$ cat config.mk
export PLATFORM = sky130hd
export DESIGN_NAME = satatx_crc
export DESIGN_NICKNAME = d
export VERILOG_FILES = /design/src/rtl/satatx_crc_pkg.sv /design/src/rtl/satacrc_step.sv /design/src/rtl/satatx_crc.sv
export SDC_FILE = /design/constraint.sdc
export NUM_CORES = 1
export LEC_CHECK = 0
export BUFFER_PORTS_ARGS = -buffer_cell sky130_fd_sc_hd__clkbuf_2
export CAP_MARGIN = 5
export CORE_MARGIN = 2
export CORE_UTILIZATION = 25
export CTS_CLUSTER_SIZE = 40
export DETAILED_ROUTE_END_ITERATION = 16
export SLEW_MARGIN = 20
export SYNTH_ARGS = -nofsm -noshare
export SYNTH_HDL_FRONTEND = slang
export SYNTH_SLANG_ARGS = --single-unit
$ cat constraint.sdc
create_clock -name S_AXI_ACLK -period 5.6 [get_ports S_AXI_ACLK]
set_clock_uncertainty 0.2 [all_clocks]
set_input_delay 1.12 -clock S_AXI_ACLK [delete_from_list [all_inputs] [get_ports S_AXI_ACLK]]
set_output_delay 1.12 -clock S_AXI_ACLK [all_outputs]
set_load 0.01 [all_outputs]
$ cat src/rtl/satatx_crc_pkg.sv
// satatx_crc_pkg: SATA CRC-32 constants, per-dword step function and the TX CRC state enum.
package satatx_crc_pkg;
    localparam logic [31:0] CRC_POLY = 32'h04c11db7;
    localparam logic [31:0] CRC_INIT = 32'h52325032;

    typedef enum logic {DATA, CRC} state_t;

    function automatic logic [31:0] crc_step(input logic [31:0] crc, input logic [31:0] dword,
                                             input logic [31:0] poly);
        logic [31:0] c;
        c = crc ^ dword;
        for (int i = 0; i < 32; i++)
            c = c[31] ? {c[30:0], 1'b0} ^ poly : {c[30:0], 1'b0};
        return c;
    endfunction
endpackage

$ cat src/rtl/satacrc_step.sv
// satacrc_step: combinational one-dword SATA CRC-32 update, shared by the TX and RX CRC paths.
module satacrc_step
    import satatx_crc_pkg::*;
#(
    parameter logic [31:0] POLYNOMIAL = CRC_POLY
) (
    input  logic [31:0] crc,
    input  logic [31:0] dword,
    output logic [31:0] crc_next
);
    assign crc_next = crc_step(crc, dword, POLYNOMIAL);
endmodule

$ cat src/rtl/satatx_crc.sv
// satatx_crc: SATA TX CRC-32 append stage; i_abort port exists only with SATATX_CRC_ABORT_EN.
module satatx_crc
    import satatx_crc_pkg::*;
#(
    parameter logic [31:0] POLYNOMIAL   = CRC_POLY,
    parameter logic [31:0] INITIAL      = CRC_INIT,
    parameter logic        OPT_LOWPOWER = 1'b1
) (
    input  logic        S_AXI_ACLK,
    input  logic        S_AXI_ARESET,
    input  logic        S_AXIS_TVALID,
    output logic        S_AXIS_TREADY,
    input  logic [31:0] S_AXIS_TDATA,
    input  logic        S_AXIS_TLAST,
    output logic        M_AXIS_TVALID,
    input  logic        M_AXIS_TREADY,
    output logic [31:0] M_AXIS_TDATA,
    output logic        M_AXIS_TLAST
`ifdef SATATX_CRC_ABORT_EN
    ,
    input  logic        i_abort
`endif
);
    state_t      state, next_state;
    logic [31:0] crc, crc_next;
    logic        abort, out_free, accept;

`ifdef SATATX_CRC_ABORT_EN
    assign abort = i_abort;
`else
    assign abort = 1'b0;
`endif

    assign out_free = !M_AXIS_TVALID || M_AXIS_TREADY;
    assign accept   = S_AXIS_TVALID && S_AXIS_TREADY;

    satacrc_step #(.POLYNOMIAL(POLYNOMIAL)) u_step (
        .crc      (crc),
        .dword    (S_AXIS_TDATA),
        .crc_next (crc_next)
    );

    always_ff @(posedge S_AXI_ACLK)
        state <= S_AXI_ARESET ? DATA : next_state;

    always_comb
        next_state = abort ? DATA
                   : state == DATA ? ((accept && S_AXIS_TLAST) ? CRC : DATA)
                   : (out_free ? DATA : CRC);

    always_comb
        S_AXIS_TREADY = state == DATA && out_free;

    // Abort shares the reset path for the datapath: the stalled beat and running CRC are dropped.
    always_ff @(posedge S_AXI_ACLK)
        if (S_AXI_ARESET || abort) begin
            crc           <= INITIAL;
            M_AXIS_TVALID <= 1'b0;
            M_AXIS_TDATA  <= 32'h0;
            M_AXIS_TLAST  <= 1'b0;
        end else if (state == CRC) begin
            if (out_free) begin
                M_AXIS_TDATA  <= crc;
                M_AXIS_TLAST  <= 1'b1;
                M_AXIS_TVALID <= 1'b1;
                crc           <= INITIAL;
            end
        end else if (accept) begin
            M_AXIS_TDATA  <= S_AXIS_TDATA;
            M_AXIS_TLAST  <= 1'b0;
            M_AXIS_TVALID <= 1'b1;
            crc           <= crc_next;
        end else if (M_AXIS_TREADY) begin
            M_AXIS_TVALID <= 1'b0;
            if (OPT_LOWPOWER) begin
                M_AXIS_TDATA <= 32'h0;
                M_AXIS_TLAST <= 1'b0;
            end
        end
endmodule

==> metrics, run 1 <==
Setup Fix Bufs, Post-CTS 0; Mapped Area 5269 sq um; Max H-tree Level 3; Fin Hold WS around 0.29 ns; top post-synthesis cells by area dfxtp_1, xnor2_1, xnor3_1, xor2_1, a222oi_1; clock slew at reported path FFs ~0.060 ns; 1st-pass router iterations 8; CP max stage delay a little under 0.6 ns; clock root cell clkbuf_16; remaining global-route overflow 0; sequential share of the synthesized area 0.2546; die area between 20000 and 25000 sq um; Rel. slew slack 0.3259; Slew Viols, Final 0; die width approximately 150 um; Final Cell Area roughly 6300 sq um; I/O pin cnt 72; syn_nets ~500; clk sinks 67; DP Worst Slack ~0.63 ns; Setup CP Type in2reg; Worst setup EP type flop; DR WL/cell 18.22 um; post-synthesis sequential element count 67; setup repair after global routing missed its margin false; post-CTS sizing 0; share of layout cells above drive strength 1 0.2246; Antenna Cells 0; core area 20820 sq um; via/cell ratio between 4 and 5; Startpoint Class input pin; Initial Util 0.2530; CP Cell Sequence clkbuf_2, xnor2_2, xnor3_1, xnor3_2, xnor3_2, xnor3_2, xnor2_4, xnor2_2, xnor2_1, a22o_1; Hold Fails Final Rpt 0; crit-path max FO 7; Unique masters post-synth 26; Initial DRC Count around 380; dpl hpwl roughly 12000 um; Port Buffer Count 71; maxcap violations 0; # rows 53; Residual DRC 0; crit-path most repeated cell xnor3_2; Post-Route WL between 15000 and 20000 um; crit path DAT about 4.7 ns; largest net degree at the start of global routing 49; GP Congestion just over 0.9; status finished clean; Syn Inst Count roughly 470; Post-DP Area around 6000 sq um; Die Ht 149.2 um; Setup-failing EPs final 0; Num CTS Buffers 9; Final min period 4.630 ns; post-synth top area share 0.2546; Final Worst Setup Slack 0.9699 ns; GRT Total Usage 0.1386; TritonCTS clock tree done; required time of the critical path roughly 5.6 ns; Fin Setup TNS 0 ns; vias in the first global route 3700; critical path's slowest cell xnor3_2; Worst-Margin Slew between 1 and 1.5 ns; post-route ant nets 0; area leader, netlist dfxtp_1; Clock Tree Buf Depth 2; DR vias about 3800; most common cell after layout, fill and taps aside xnor2_1; first-pass GRT wire length 23010 um; Area Overhead vs Synth 19.47%; synth warn 0; worst-skew pair later-pin latency 0.34 ns; most frequent cells in the layout xnor2_1, clkbuf_2, dfxtp_1; Max Clock Freq 216.0 MHz; min-delay worst type reg2reg; hold bufs inserted after CTS 0; fin crit share 0.8268; Bufs and invs on worst path 1; CP delay by family, top XOR/XNOR gates; reg2reg setup slack about 1.5 ns; initial antenna violation count 0; Avg Cell Area, Syn around 11 sq um; Nets 584
cells in the mapped netlist:
cell type  number
a22o_1         16
or2_1           1
and2_1          1
xnor3_1        33
xor2_2          2
xnor2_2         8
buf_1           1
nor3_1          1
or2_2           1
o22ai_1         4
xnor2_4         4
nor2b_1         2
xor2_1         47
nand2b_1        5
a2bb2oi_1       1
xor3_1          4
nand2_1         1
a21oi_1         8
dfxtp_1        67
xnor3_2         5
nor2_1         53
xor2_4          2
a222oi_1       32
a22oi_1         5
clkbuf_1       19
xnor2_1       150
sequential cells by signal, indices dropped and copies added, names as in the netlist:
register / cells
M_AXIS_TVALID: 1
crc: 32
M_AXIS_TDATA: 32
state: 1
M_AXIS_TLAST: 1
per-stage QoR:
stage | instances | util
floorplan | 473 | -
global placement | 811 | 0.2876
detailed placement | 811 | 0.2877
CTS | 827 | 0.3023
global route | 827 | 0.3023
finish | 827 | 0.3023
worst reg2reg max path: stages (launching register included):
cell	delay, ns
dfxtp_1	0.35
xnor2_2	0.51
xnor3_1	0.57
xnor3_2	0.34
xnor3_2	0.56
xnor3_2	0.58
xnor2_4	0.21
xnor2_2	0.33
xnor2_1	0.16
a22o_1	0.19
layout make-up:
cell class / count / area (sq um)
repair buffers: 83 / 445.4
fillers: 2170 / 14530
flip-flops and latches: 67 / 1341
clock inverters: 6 / 65.06
clock buffers: 10 / 239.0
multi-input cells: 386 / 3860
well taps: 275 / 344.1
routing by layer:
layer | part of all wire | up-vias | global-route usage
met5 | 0 | - | 0
met2 | 0.44 | 123 | 0.2118
met4 | 0.012 | 0 | 0.03048
met1 | 0.48 | 1817 | 0.1989
met3 | 0.067 | 15 | 0.03180
li1 | - | 1805 | -
path summary, 6_finish.rpt:
path	startpoint	endpoint	depth (start not counted)
max	S_AXIS_TDATA[27]	crc[23]	10
min	M_AXIS_TLAST	M_AXIS_TLAST	2
max reg2reg	crc[27]	crc[23]	9
min reg2reg	M_AXIS_TLAST	M_AXIS_TLAST	2
cell families after synthesis:
logic type / count (synthesis) / share of synthesized area
XOR/XNOR: 255 / 0.5714
buffers and inverters: 20 / 0.01425
AND/OR/NAND/NOR: 65 / 0.05129
flip-flops: 67 / 0.2546
AO/OA/AOI/OAI: 66 / 0.1085
Power of run 1 is left out: the tool's default activity adds up to more than one toggle a clock period on the data nets, which glitch-free logic cannot reach.
==> inputs of run 2 (changes only) <==
==> constraint.sdc (replaced) <==
create_clock -name S_AXI_ACLK -period 3.8 [get_ports S_AXI_ACLK]
set_clock_uncertainty 0.2 [all_clocks]
set_input_delay 0.76 -clock S_AXI_ACLK [delete_from_list [all_inputs] [get_ports S_AXI_ACLK]]
set_output_delay 0.76 -clock S_AXI_ACLK [all_outputs]
set_load 0.01 [all_outputs]
==> run 2 against run 1 <==
  * Sequential cell count unchanged
  * Highest routed layer unchanged
  * Critical path type unchanged
  * Critical endpoint is now crc[7]
  * Global-route usage increased by 0.76 points
  * Setup slack got worse by 0.75 ns
==> metrics, run 2 (synthesized netlist as in run 1, its figures left out) <==
status finished clean (unchanged); critical path's slowest cell xnor3_1 (was xnor3_2); Initial Util 0.2530 (unchanged); I/O pin cnt 72 (unchanged); setup repair after global routing missed its margin false (unchanged); Port Buffer Count 71 (unchanged); fillcell total 2116 (was 2170); die width 149.2 um (unchanged); Hold Fails Final Rpt 0 (unchanged); most common cell after layout, fill and taps aside xnor2_1 (unchanged); Setup-failing EPs final 0 (unchanged); initial antenna violation count 0 (unchanged); Bufs and invs on worst path 3 (was 1); clk sinks 67 (unchanged); Num CTS Buffers 9 (unchanged); Clock Tree Buf Depth 2 (unchanged); via/cell ratio 4.407 (was 4.547); CP Cell Sequence clkbuf_2, xnor2_4, buf_12, xnor2_1, xnor2_1, xnor3_1, xnor3_1, buf_4, xnor2_1, xnor2_1, xnor2_1, a22o_1 (was clkbuf_2, xnor2_2, xnor3_1, xnor3_2, xnor3_2, xnor3_2, xnor2_4, xnor2_2, xnor2_1, a22o_1); GP Congestion 0.9340 (was 0.9295); R2R depth 10 (was 9); reg2reg setup slack 0.30 ns (was 1.48 ns); most frequent cells in the layout xnor2_1, buf_4, clkbuf_2 (was xnor2_1, clkbuf_2, dfxtp_1); Worst setup EP type flop (unchanged); min-delay worst type reg2reg (unchanged); vias in the first global route 4125 (was 3700); GRT Total Usage 0.1462 (was 0.1386); dpl hpwl 13010 um (was 11900 um); Fin Hold WS 0.2967 ns (was 0.2899 ns); CP Depth 12 (was 10); largest net degree at the start of global routing 29 (was 49); Nets 696 (was 584); clock root cell clkbuf_16 (unchanged); Worst-Margin Slew 0.7506 ns (was 1.011 ns); Initial DRC Count 401 (was 375); first-pass GRT wire length 24240 um (was 23010 um); CP delay by family, top XOR/XNOR gates (unchanged); Rel. slew slack 0.4996 (was 0.3259); DR vias 4138 (was 3760); remaining global-route overflow 0 (unchanged); crit-path max FO 5 (was 7); fin crit share 0.9431; DR WL/cell 16.98 um (was 18.22 um); hold bufs inserted after CTS 0 (unchanged); Final min period between 3 and 4 ns; hold_sp M_AXIS_TDATA[4] (was M_AXIS_TLAST); Die Ht 149.2 um (unchanged); required time of the critical path 3.83 ns (was 5.63 ns); share of layout cells above drive strength 1 0.3524 (was 0.2246); CP startpoint S_AXIS_TDATA[24] (was S_AXIS_TDATA[27]); core area 20820 sq um (unchanged); Slew Viols, Final 0 (unchanged); worst-skew pair later-pin latency 0.34 ns (about the same); Residual DRC 0 (unchanged); r2r startpoint crc[28] (was crc[27]); CP max stage delay 0.43 ns (was 0.58 ns); Post-Route WL 15950 um (was 15070 um); Setup Fix Bufs, Post-CTS 0 (unchanged); 1st-pass router iterations 6 (was 8); post-CTS sizing 0 (unchanged); clock slew at reported path FFs 0.05 ns (was 0.06 ns); crit path DAT 3.61 ns (was 4.66 ns); # rows 53 (unchanged); crit-path most repeated cell xnor2_1 (was xnor3_2); TritonCTS clock tree done (unchanged); WHS Path Cells 2 (unchanged); Startpoint Class input pin (unchanged); top flop regs M_AXIS_TDATA x32, crc x32 (unchanged); post-route ant nets 0 (unchanged); Max H-tree Level 3 (unchanged); Setup CP Type in2reg (unchanged); Area Overhead vs Synth 35.86% (was 19.47%); die area 22250 sq um (unchanged); maxcap violations 0 (unchanged); Max Clock Freq between 200 and 300 MHz; Antenna Cells 0 (unchanged)
-- run 2: metrics by stage --
stage	utilization	setup WS [ns]	instances	area (sq um)	setup TNS, ns
2_1_floorplan	-	0.008216	473	5294	0
3_3_place_gp	0.3298	-0.1768	923	6867	-1.499
3_5_place_dp	0.3299	-0.1279	923	6869	-1.827
4_1_cts	0.3438	0.2138	939	7158	0
5_1_grt	0.3438	0.04888	939	7158	0
6_report	0.3438	0.2162	939	7158	0
-- run 2: layout make-up --
type	instances	area [sq um]	area share
Sequential cell	67	1341	0.1874
Clock inverter	2	35.03	0.004894
Timing Repair Buffer	195	1299	0.1814
Clock buffer	14	254.0	0.03548
Tap cell	275	344.1	0.04807
Multi-Input combinational cell	386	3885	0.5427
-- run 2: worst reg2reg max path, stage by stage, from the launching register on --
cell,delay (ns)
dfxtp_1,0.48
xor2_1,0.33
buf_4,0.19
xnor3_1,0.39
xnor2_1,0.15
xnor2_1,0.26
xnor3_1,0.54
buf_4,0.20
xnor2_1,0.26
xor3_1,0.29
a21oi_1,0.14
-- run 2: worst paths after layout --
kind,end
max,crc[7]
min reg2reg,M_AXIS_TDATA[4]
min,M_AXIS_TDATA[4]
max reg2reg,crc[4]
-- run 2: metal layers --
| metal | track usage | up-vias | part of all wire |
|---|---|---|---|
| met5 | 0 | - | 0 |
| met4 | 0.02857 | 0 | 0.0092 |
| met3 | 0.03333 | 10 | 0.054 |
| met2 | 0.2369 | 109 | 0.46 |
| met1 | 0.2002 | 1997 | 0.47 |
| li1 | - | 2022 | - |
Power of run 2 is left out for the same reason.
